$ cat src/rtl/elev_pkg.sv
// Shared types and constants for the elevator controller: FSM states,
// default parameter values and the active-low hex-to-segment table.
package elev_pkg;

    typedef enum logic [1:0] {
        IDLE      = 2'd0,
        MOVE_UP   = 2'd1,
        MOVE_DOWN = 2'd2,
        DOOR      = 2'd3
    } state_t;

    localparam int DEF_NUM_FLOORS  = 4;
    localparam int DEF_FLOOR_TICKS = 8;
    localparam int DEF_DOOR_TICKS  = 4;

    // Active-low segments g..a, indexed by hex digit (entry 15 first).
    localparam logic [15:0][6:0] SEG_TABLE = {
        7'h0E, 7'h06, 7'h21, 7'h46, 7'h03, 7'h08, 7'h10, 7'h00,
        7'h78, 7'h02, 7'h12, 7'h19, 7'h30, 7'h24, 7'h79, 7'h40
    };

endpackage

$ cat src/rtl/seg7_decode.sv
// Hex digit to active-low seven-segment pattern; combinational.
// Bit 7 is the decimal point, driven low (lit) when i_dp is high.
module seg7_decode
    import elev_pkg::*;
(
    input  logic [3:0] i_val,
    input  logic       i_dp,
    output logic [7:0] o_seg
);

    assign o_seg = {~i_dp, SEG_TABLE[i_val]};

endmodule

$ cat src/rtl/elevator_ctrl.sv
// Single-car elevator controller: request latching, direction-keeping travel FSM, door timer.
// Display decoder only exists when ELEV_SEVENSEG_EN is defined; otherwise sevenseg is 8'hFF.
module elevator_ctrl
    import elev_pkg::*;
#(
    parameter int NUM_FLOORS  = DEF_NUM_FLOORS,
    parameter int FLOOR_TICKS = DEF_FLOOR_TICKS,
    parameter int DOOR_TICKS  = DEF_DOOR_TICKS,
    parameter int LW          = $clog2(NUM_FLOORS)
) (
    input  logic                  clk,
    input  logic                  reset,
    input  logic                  enable,
    input  logic [NUM_FLOORS-1:0] call_btn,
    output logic [LW-1:0]         level,
    output logic [7:0]            sevenseg,
    output logic                  moving,
    output logic                  door_open,
    output logic                  dir_up,
    output logic [NUM_FLOORS-1:0] pending
);

    localparam int FCW = $clog2(FLOOR_TICKS) + 1;
    localparam int DCW = $clog2(DOOR_TICKS) + 1;

    state_t                  r_state, w_state_nxt;
    logic [LW-1:0]           r_level, w_level_nxt, w_step_lvl;
    logic                    r_dir_up, w_dir_nxt;
    logic [NUM_FLOORS-1:0]   r_pending, w_req, w_set, w_clr;
    logic [FCW-1:0]          r_cnt, w_cnt_nxt;
    logic [DCW-1:0]          r_door_cnt, w_door_nxt;
    logic                    r_moving, r_door_open;
    logic                    w_above_cur, w_below_cur, w_above_step, w_below_step, w_at_end;

    assign w_step_lvl = (r_state == MOVE_DOWN) ? r_level - LW'(1) : r_level + LW'(1);
    assign w_at_end   = (r_state == MOVE_DOWN) ? (r_level == '0)
                                               : (r_level == LW'(NUM_FLOORS - 1));

    // Decisions see this cycle's buttons so a current-floor call opens the door at once.
    always_comb begin
        w_req        = r_pending | call_btn;
        w_above_cur  = 1'b0;
        w_below_cur  = 1'b0;
        w_above_step = 1'b0;
        w_below_step = 1'b0;
        for (int i = 0; i < NUM_FLOORS; i++) begin
            if (w_req[i] && i > int'(r_level))    w_above_cur  = 1'b1;
            if (w_req[i] && i < int'(r_level))    w_below_cur  = 1'b1;
            if (w_req[i] && i > int'(w_step_lvl)) w_above_step = 1'b1;
            if (w_req[i] && i < int'(w_step_lvl)) w_below_step = 1'b1;
        end
    end

    always_comb begin
        w_state_nxt = r_state;
        w_level_nxt = r_level;
        w_dir_nxt   = r_dir_up;
        w_cnt_nxt   = r_cnt;
        w_door_nxt  = r_door_cnt;
        w_set       = call_btn;
        w_clr       = '0;
        case (r_state)
            IDLE: begin
                if (w_req[r_level]) begin
                    w_state_nxt     = DOOR;
                    w_door_nxt      = '0;
                    w_clr[r_level]  = 1'b1;
                end else if (enable) begin
                    w_cnt_nxt = '0;
                    if (w_above_cur && (r_dir_up || !w_below_cur)) begin
                        w_state_nxt = MOVE_UP;
                        w_dir_nxt   = 1'b1;
                    end else if (w_below_cur) begin
                        w_state_nxt = MOVE_DOWN;
                        w_dir_nxt   = 1'b0;
                    end
                end
            end
            MOVE_UP, MOVE_DOWN: begin
                if (enable) begin
                    if (w_at_end) begin
                        w_state_nxt = IDLE;
                        w_cnt_nxt   = '0;
                    end else if (r_cnt == FCW'(FLOOR_TICKS - 1)) begin
                        w_level_nxt = w_step_lvl;
                        w_cnt_nxt   = '0;
                        if (w_req[w_step_lvl]) begin
                            w_state_nxt       = DOOR;
                            w_door_nxt        = '0;
                            w_clr[w_step_lvl] = 1'b1;
                        end else if ((r_state == MOVE_UP) ? !w_above_step : !w_below_step) begin
                            w_state_nxt = IDLE;
                        end
                    end else begin
                        w_cnt_nxt = r_cnt + FCW'(1);
                    end
                end
            end
            DOOR: begin
                w_set[r_level] = 1'b0;
                if (call_btn[r_level]) begin
                    w_door_nxt = '0;
                end else if (enable) begin
                    if (r_door_cnt == DCW'(DOOR_TICKS - 1)) begin
                        w_state_nxt = IDLE;
                        w_door_nxt  = '0;
                    end else begin
                        w_door_nxt = r_door_cnt + DCW'(1);
                    end
                end
            end
            default: w_state_nxt = IDLE;
        endcase
    end

    always_ff @(posedge clk) begin
        if (reset) begin
            r_state     <= IDLE;
            r_level     <= '0;
            r_dir_up    <= 1'b1;
            r_pending   <= '0;
            r_cnt       <= '0;
            r_door_cnt  <= '0;
            r_moving    <= 1'b0;
            r_door_open <= 1'b0;
        end else begin
            r_state     <= w_state_nxt;
            r_level     <= w_level_nxt;
            r_dir_up    <= w_dir_nxt;
            r_pending   <= (r_pending | w_set) & ~w_clr;
            r_cnt       <= w_cnt_nxt;
            r_door_cnt  <= w_door_nxt;
            r_moving    <= (w_state_nxt == MOVE_UP) || (w_state_nxt == MOVE_DOWN);
            r_door_open <= (w_state_nxt == DOOR);
        end
    end

    assign level     = r_level;
    assign moving    = r_moving;
    assign door_open = r_door_open;
    assign dir_up    = r_dir_up;
    assign pending   = r_pending;

`ifdef ELEV_SEVENSEG_EN
    logic [3:0] w_digit;
    logic       w_dp;
    assign w_digit = 4'(r_level);
    assign w_dp    = (r_state == DOOR);
    seg7_decode u_seg7 (
        .i_val (w_digit),
        .i_dp  (w_dp),
        .o_seg (sevenseg)
    );
`else
    assign sevenseg = 8'hFF;
`endif

endmodule

$ cat config.mk
export PLATFORM = sky130hd
export DESIGN_NAME = elevator_ctrl
export DESIGN_NICKNAME = d
export VERILOG_FILES = /design/src/rtl/elev_pkg.sv /design/src/rtl/seg7_decode.sv /design/src/rtl/elevator_ctrl.sv
export SDC_FILE = /design/constraint.sdc
export NUM_CORES = 1
export LEC_CHECK = 0
export ABC_AREA = 1
export CORE_MARGIN = 2
export CORE_UTILIZATION = 35
export DETAILED_ROUTE_END_ITERATION = 10
export PLACE_DENSITY_LB_ADDON = 0.08
export SETUP_SLACK_MARGIN = 0.3
export SYNTH_ARGS = -nofsm -noshare
export SYNTH_HDL_FRONTEND = slang
export SYNTH_SLANG_ARGS = --single-unit
$ cat constraint.sdc
create_clock -name clk -period 3.1 [get_ports clk]
set_clock_uncertainty 0.1 [all_clocks]
set_input_delay 0.465 -clock clk [delete_from_list [all_inputs] [get_ports clk]]
set_output_delay 0.465 -clock clk [all_outputs]
set_load 0.01 [all_outputs]
==> results of run 1 <==
cell families after synthesis:
family	share of synthesized area
compound gates	0.139
xor+xnor	0.00542
fa+ha+maj	0.101
buf+inv	0.128
flops	0.223
other cells	0.00232
simple gates	0.401
sequential cells by signal, indices dropped and copies added (netlist names):
| register | cells |
|---|---|
| dir_up | 1 |
| door_open | 1 |
| level | 2 |
| moving | 1 |
| pending | 4 |
| r_cnt | 4 |
| r_door_cnt | 3 |
| r_state | 2 |
per-stage QoR:
step / hold WS [ns] / utilization / cell area [um2] / total power [mW]
after global routing: 0.427 / 0.419 / 1850 / 1.39
after detailed placement: 0.386 / 0.406 / 1790 / 1.06
after floorplan: 0.356 / - / 1640 / 0.891
final: 0.396 / 0.419 / 1850 / 1.27
after global placement: 0.383 / 0.406 / 1790 / 1.08
after CTS: 0.397 / 0.418 / 1850 / 1.27
metal layers:
| metal | GRT usage | vias to the layer above | wire, um |
|---|---|---|---|
| li1 | - | 830 | - |
| met1 | 0.228 | 739 | 1940 |
| met2 | 0.274 | 60 | 1970 |
| met3 | 0.0417 | 7 | 237 |
| met4 | 0.0566 | 0 | 48 |
| met5 | 0 | - | 0 |
worst max-delay path, stage by stage (launching register included):
cell and delay, ns:
dfxtp_1 0.56, inv_2 0.13, ha_1 0.33, inv_1 0.08
nand2_1 0.05, nand2_1 0.20, nand3_2 0.15, nand2_2 0.13
nor2_2 0.06, a21oi_1 0.12, nand2_1 0.07, nand2_1 0.08
inv_1 0.05, ha_1 0.28, inv_1 0.05, nor2_1 0.03
placed cells by master, fill, tap and decap left out, drive strengths merged:
cell type	instances
clkbuf	4
o31ai	2
nor3	3
conb	8
nor3b	1
a21oi	19
inv	35
o211ai	3
nor2	27
nor4	1
o21bai	1
xor2	1
nand2	77
dfxtp	18
ha	13
o311ai	1
clkdlybuf4s50	15
nand4	2
or2	1
o21ai	13
buf	1
nand3	23
report_power, final:
part | internal, mW | switching, mW
logic | 0.260 | 0.491
registers | 0.277 | 0.0364
clock network | 0.113 | 0.0888
worst min path at each step:
stage                                 end  slack (ns)  cells past startpoint                        from
2_1_floorplan  r_door_cnt[1]$_SDFFE_PP0P_        0.36                      2  r_door_cnt[1]$_SDFFE_PP0P_
3_3_place_gp        r_cnt[1]$_SDFFE_PP0P_        0.38                      2       r_cnt[1]$_SDFFE_PP0P_
3_5_place_dp        r_cnt[1]$_SDFFE_PP0P_        0.39                      2       r_cnt[1]$_SDFFE_PP0P_
4_1_cts             r_cnt[1]$_SDFFE_PP0P_        0.40                      2       r_cnt[1]$_SDFFE_PP0P_
5_1_grt             r_cnt[1]$_SDFFE_PP0P_        0.43                      2       r_cnt[1]$_SDFFE_PP0P_
6_report            r_cnt[1]$_SDFFE_PP0P_        0.40                      2       r_cnt[1]$_SDFFE_PP0P_
Yosys cell counts, drive strengths merged, types with 2 or more instances:
cell type | count | area share
buf | 10 | 0.043
nand2 | 77 | 0.21
dfxtp | 18 | 0.22
nand3 | 23 | 0.090
inv | 35 | 0.083
nor3 | 3 | 0.0093
ha | 13 | 0.10
a21oi | 19 | 0.061
o21ai | 13 | 0.045
o31ai | 2 | 0.0093
nor2 | 27 | 0.069
nand4 | 2 | 0.0077
o211ai | 3 | 0.014
layout make-up:
type / count / area [um2] / share of cell area
clock buffers: 4 / 55.1 / 0.0298
well taps: 52 / 65.1 / 0.0352
repair buffers: 16 / 158 / 0.0853
flip-flops and latches: 18 / 362 / 0.196
inverters: 35 / 134 / 0.0724
multi-input cells: 196 / 1070 / 0.582
==> summary.md, run 1 <==
| Metric | Value |
|---|---|
| Outcome | completed |
| Die H | 72.0 um |
| CP endpoint kind | flop |
| Syn_area_per_cell | 6.39 um2 |
| Worst Setup Slack, final | 0.502 ns |
| RSZ-0062 raised after global routing | false |
| DIE AREA | 5180 um2 |
| DR iter-0 viols | 122 |
| Reg-to-reg critical path endpoint | moving$_SDFF_PP0_ |
| Reg2reg setup slack | 0.50 ns |
| Total GRT Usage | 0.172 |
| IO Count | 24 |
| # setup viols final | 0 |
| Netlist Area Pre-Place | 1620 um2 |
| Async set-or-reset flop fraction in the synthesized netlist | 0 |
| Number of max-slew violations in the final report | 0 |
| CTS clk-pin slew, worst paths | 0.08 ns |
| R2R depth | 15 |
| # Post-CTS Setup Buffers | 0 |
| P per Cell Area | 685 nW/um2 |
| Root Buffer | clkbuf_8 |
| Place WS | 0.462 ns |
| Cell count after placement | 317 |
| Worst r2r src | level[1]$_SDFFE_PP0P_ |
| Routed len/inst | 13.0 um |
| GP Congestion | 0.849 |
| Final Non-Filler Cells | 321 |
| Max Clk Rate | 0.385 GHz |
| Core Rows | 24 |
| Post-synth EDFFs | 0 |
| Routed WL | 4190 um |
| Hold-fix buffers, CTS | 0 |
| Worst setup path class | reg2reg |
| Vias/cell | 5.10 |
| Critical Path RT | 3.14 ns |
| DRC viols | 0 |
| CTS tree | done |
| Leak | 0.911 nW |
| Initial Util | 0.366 |
| Final hold violation count | 0 |
| Share of post-route cells with drive strength above 1 | 0.134 |
| Distinct cells, synth | 31 |
| Sequential-to-total area share from yosys stat | 0.223 |
| Initial antenna violation count | 0 |
| Fin crit period | 2.60 ns |
| CTS H-Tree Depth | 1 |
| Total Negative Setup Slacks | 0 ns |
| Clock Sinks | 18 |
| CP startpoint kind | flop |
| First-pass GRT wire length | 6990 um |
| Maximum resistive drop on vdd | 0.372 mV |
| Maxcap violations | 0 |
| CP endpoint | moving$_SDFF_PP0_ |
| Gate Count Post-Synth | 253 |
| Nets | 290 |
| Dpl hpwl | 3290 um |
| Ys flop type | dfxtp_1 |
| Via count | 1,636 |
| Ys Warns | 0 |
| Number of buffers created by CTS | 3 |
| Final period utilization | 0.838 |
| Grt ovf | 0 |
| Critical Path AT | 2.64 ns |
| IO buf count | 15 |
| Setup crit start | level[1]$_SDFFE_PP0P_ |
| Number of diodes | 0 |
| Flops & latches, synth | 18 |
| Initial DRT Pass Iterations | 5 |
| Critical Path Fanout Max | 9 |
| Fill cells | 476 |
| Core ar. | 4410 um2 |
| Routed Antenna Nets | 0 |
| Die Width | 72.0 um |
| Largest net degree at the start of global routing | 11 |
| Clk buf depth | 2 |
| Vias in the first global route | 1,523 |
| Hold Crit Class | reg2reg |
| Area growth, synth to finish | 14.3% |
| Clock Latency Late Sink | 0.26 ns |
| Post-CTS Resized | 0 |
Power figures use the tool's default switching activity.
==> run 2, diff against run 1 <==
Clock period 3.1 ns to 2.2 ns, I/O delays scaled along.
==> summary.md, run 2 (synthesis results as in run 1) <==
| Metric | Value |
|---|---|
| Hold Path Depth | 2 (unchanged) |
| Initial DRT Pass Iterations | 4 (was 5) |
| Critical path's top delay family | simple AND/OR/NAND/NOR gates (unchanged) |
| Die Width | 72.0 um (unchanged) |
| CTS tree | done (unchanged) |
| Critical Path RT | 2.30 ns (was 3.14 ns) |
| Gr busiest metal | met2 (unchanged) |
| Grt ovf | 0 (unchanged) |
| Commonest non-fill, non-tap cells in the layout | nand2_1, buf_4, inv_1, nor2_1, a21oi_1 (was nand2_1, inv_1, nor2_1) |
| CP endpoint kind | flop (unchanged) |
| Critical Path Fanout Max | 7 (was 9) |
| Final hold violation count | 0 (unchanged) |
| Routed Antenna Nets | 0 (unchanged) |
| GR met2 Demand/Resource | 0.295 (was 0.274) |
| Number of max-slew violations in the final report | 0 (unchanged) |
| Leak | 1.17 nW (was 0.911 nW) |
| GP Congestion | 0.873 (was 0.849) |
| Hold Slack | 0.393 ns (was 0.396 ns) |
| Worst Setup Slack, final | 0.179 ns (was 0.502 ns) |
| First-pass GRT wire length | 7510 um (was 6990 um) |
| WP buf/inv | 4 (unchanged) |
| DIE AREA | 5180 um2 (unchanged) |
| Via count | 1,744 (was 1,636) |
| Initial Util | 0.366 (unchanged) |
| Vias/cell | 4.83 (was 5.10) |
| Number of buffers created by CTS | 3 (unchanged) |
| Clk buf depth | 2 (unchanged) |
| Die H | 72.0 um (unchanged) |
| # setup viols final | 0 (unchanged) |
| Fill cells | 438 (was 476) |
| Setup crit start | level[0]$_SDFFE_PP0P_ (was level[1]$_SDFFE_PP0P_) |
| Critical Path AT | 2.12 ns (was 2.64 ns) |
| Worst setup path class | reg2reg (unchanged) |
| Core ar. | 4410 um2 (unchanged) |
| Fin crit period | 2.02 ns (was 2.60 ns) |
| Number of diodes | 0 (unchanged) |
| Final period utilization | 0.918 (was 0.838) |
| Maxcap violations | 0 (unchanged) |
| Share of post-route cells with drive strength above 1 | 0.366 (was 0.134) |
| CTS clk-pin slew, worst paths | 0.08 ns (about the same) |
| Final core utilization | 0.537 (was 0.419) |
| P per Cell Area | 1000 nW/um2 (was 685 nW/um2) |
| Core Rows | 24 (unchanged) |
| Worst r2r src | level[0]$_SDFFE_PP0P_ (was level[1]$_SDFFE_PP0P_) |
| Dpl hpwl | 3500 um (was 3290 um) |
| Routed len/inst | 12.4 um (was 13.0 um) |
| CTS H-Tree Depth | 1 (unchanged) |
| Max Clk Rate | 0.495 GHz (was 0.385 GHz) |
| Worst path cell trace | inv_8 -> ha_4 -> inv_2 -> nand2_2 -> nand2_4 -> nand2_4 -> a21oi_2 -> nand2_1 -> nand2_1 -> nand2_2 -> nand2_1 -> nand2_1 -> nand2_2 -> inv_2 -> ha_4 -> inv_2 -> nor2_1 (was inv_2 -> ha_1 -> inv_1 -> nand2_1 -> nand2_1 -> nand3_2 -> nand2_2 -> nor2_2 -> a21oi_1 -> nand2_1 -> nand2_1 -> inv_1 -> ha_1 -> inv_1 -> nor2_1) |
| Final Non-Filler Cells | 361 (was 321) |
| Levels on crit path | 17 (was 15) |
| Sequential cell area | 373 um2 (was 362 um2) |
| Clock Latency Late Sink | 0.27 ns (was 0.26 ns) |
| Place WS | -0.0722 ns (was 0.462 ns) |
| IO buf count | 15 (unchanged) |
| Largest net degree at the start of global routing | 11 (unchanged) |
| Vias in the first global route | 1,640 (was 1,523) |
| Commonest non-fill, non-tap cell in the layout | nand2_1 (unchanged) |
| R2R depth | 17 (was 15) |
| Total GRT Usage | 0.185 (was 0.172) |
| Met3 Use GR | 0.0208 (was 0.0417) |
| Cell count after placement | 347 (was 317) |
| DR iter-0 viols | 76 (was 122) |
| CP startpoint kind | flop (unchanged) |
| Multi-input combinational cell area | 1260 um2 (was 1070 um2) |
| Area growth, synth to finish | 46.7% (was 14.3%) |
| Reg2reg setup slack | 0.18 ns (was 0.50 ns) |
| Outcome | completed (unchanged) |
| Initial antenna violation count | 0 (unchanged) |
| Clock Sinks | 18 (unchanged) |
| Slowest-stage cell, CP | dfxtp_4 (was dfxtp_1) |
| Max incr delay on CP | 0.38 ns (was 0.56 ns) |
| CP dominant cell by count | nand2_1 (unchanged) |
| IO Count | 24 (unchanged) |
| Total power | 2.37 mW (was 1.27 mW) |
| Hold Crit Class | reg2reg (unchanged) |
| CP endpoint | moving$_SDFF_PP0_ (unchanged) |
| Met1 Track Usage GR | 0.263 (was 0.228) |
| RSZ-0062 raised after global routing | true (was false) |
| Reg-to-reg critical path endpoint | moving$_SDFF_PP0_ (unchanged) |
| Nets | 330 (was 290) |
| DRC viols | 0 (unchanged) |
| Root Buffer | clkbuf_8 (unchanged) |
| Maximum resistive drop on vdd | 0.560 mV (was 0.372 mV) |
| Routed WL | 4480 um (was 4190 um) |
## run 2: worst min-delay path by stage
stage / start / endpoint / slack [ns]
after floorplan: r_door_cnt[1]$_SDFFE_PP0P_ / r_door_cnt[1]$_SDFFE_PP0P_ / 0.36
after global placement: r_door_cnt[1]$_SDFFE_PP0P_ / r_door_cnt[1]$_SDFFE_PP0P_ / 0.37
after detailed placement: r_cnt[1]$_SDFFE_PP0P_ / r_cnt[1]$_SDFFE_PP0P_ / 0.38
after CTS: r_cnt[1]$_SDFFE_PP0P_ / r_cnt[1]$_SDFFE_PP0P_ / 0.39
after global routing: r_cnt[1]$_SDFFE_PP0P_ / r_cnt[1]$_SDFFE_PP0P_ / 0.43
final: r_cnt[1]$_SDFFE_PP0P_ / r_cnt[1]$_SDFFE_PP0P_ / 0.39
## run 2: cell type report
type,instances,share of cell area
multi-input combinational,196,0.530
timing repair buffer,56,0.200
clock buffer,4,0.0232
inverter,35,0.0617
sequential,18,0.157
tap,52,0.0274
## run 2: what timing repair did
item | 4_1_cts | 5_1_grt
buffers inserted | 9 | 1
hold buffers | 0 | 0
hold endpoints to repair | 0 | 0
resized for setup | 31 | 17
gates cloned | 0 | 0
setup endpoints to repair | 14 | 17
pin swaps | 23 | 9
## run 2: worst register-to-register path: stages, from the launching register on
cell	delay (ns)
dfxtp_4	0.38
inv_8	0.04
ha_4	0.24
inv_2	0.07
nand2_2	0.06
nand2_4	0.13
nand2_4	0.06
a21oi_2	0.11
nand2_1	0.06
nand2_1	0.06
nand2_2	0.06
nand2_1	0.06
nand2_1	0.06
nand2_2	0.07
inv_2	0.04
ha_4	0.25
inv_2	0.02
nor2_1	0.08
## run 2: where the power goes
| part | total, mW | internal [mW] | switching, mW | leakage (nW) |
|---|---|---|---|---|
| Clock | 0.284 | 0.159 | 0.124 | 0.0288 |
| Combinational | 1.64 | 0.748 | 0.890 | 0.988 |
| Sequential | 0.450 | 0.395 | 0.0551 | 0.150 |
| Total | 2.37 | 1.30 | 1.07 | 1.17 |
## run 2: metrics by stage
| step | setup TNS (ns) | instance area (um2) |
|---|---|---|
| 2_1_floorplan | 0 | 1680 |
| 3_3_place_gp | -0.0524 | 2050 |
| 3_5_place_dp | -0.0722 | 2050 |
| 4_1_cts | 0 | 2290 |
| 5_1_grt | 0 | 2370 |
| 6_report | 0 | 2370 |
## run 2: metal layers
metal / share of wire / vias to the layer above / routed length (um)
li1: - / 911 / -
met5: 0 / - / 0
met3: 0.033 / 4 / 149
met4: 0.0098 / 0 / 44
met2: 0.46 / 38 / 2050
met1: 0.50 / 791 / 2230
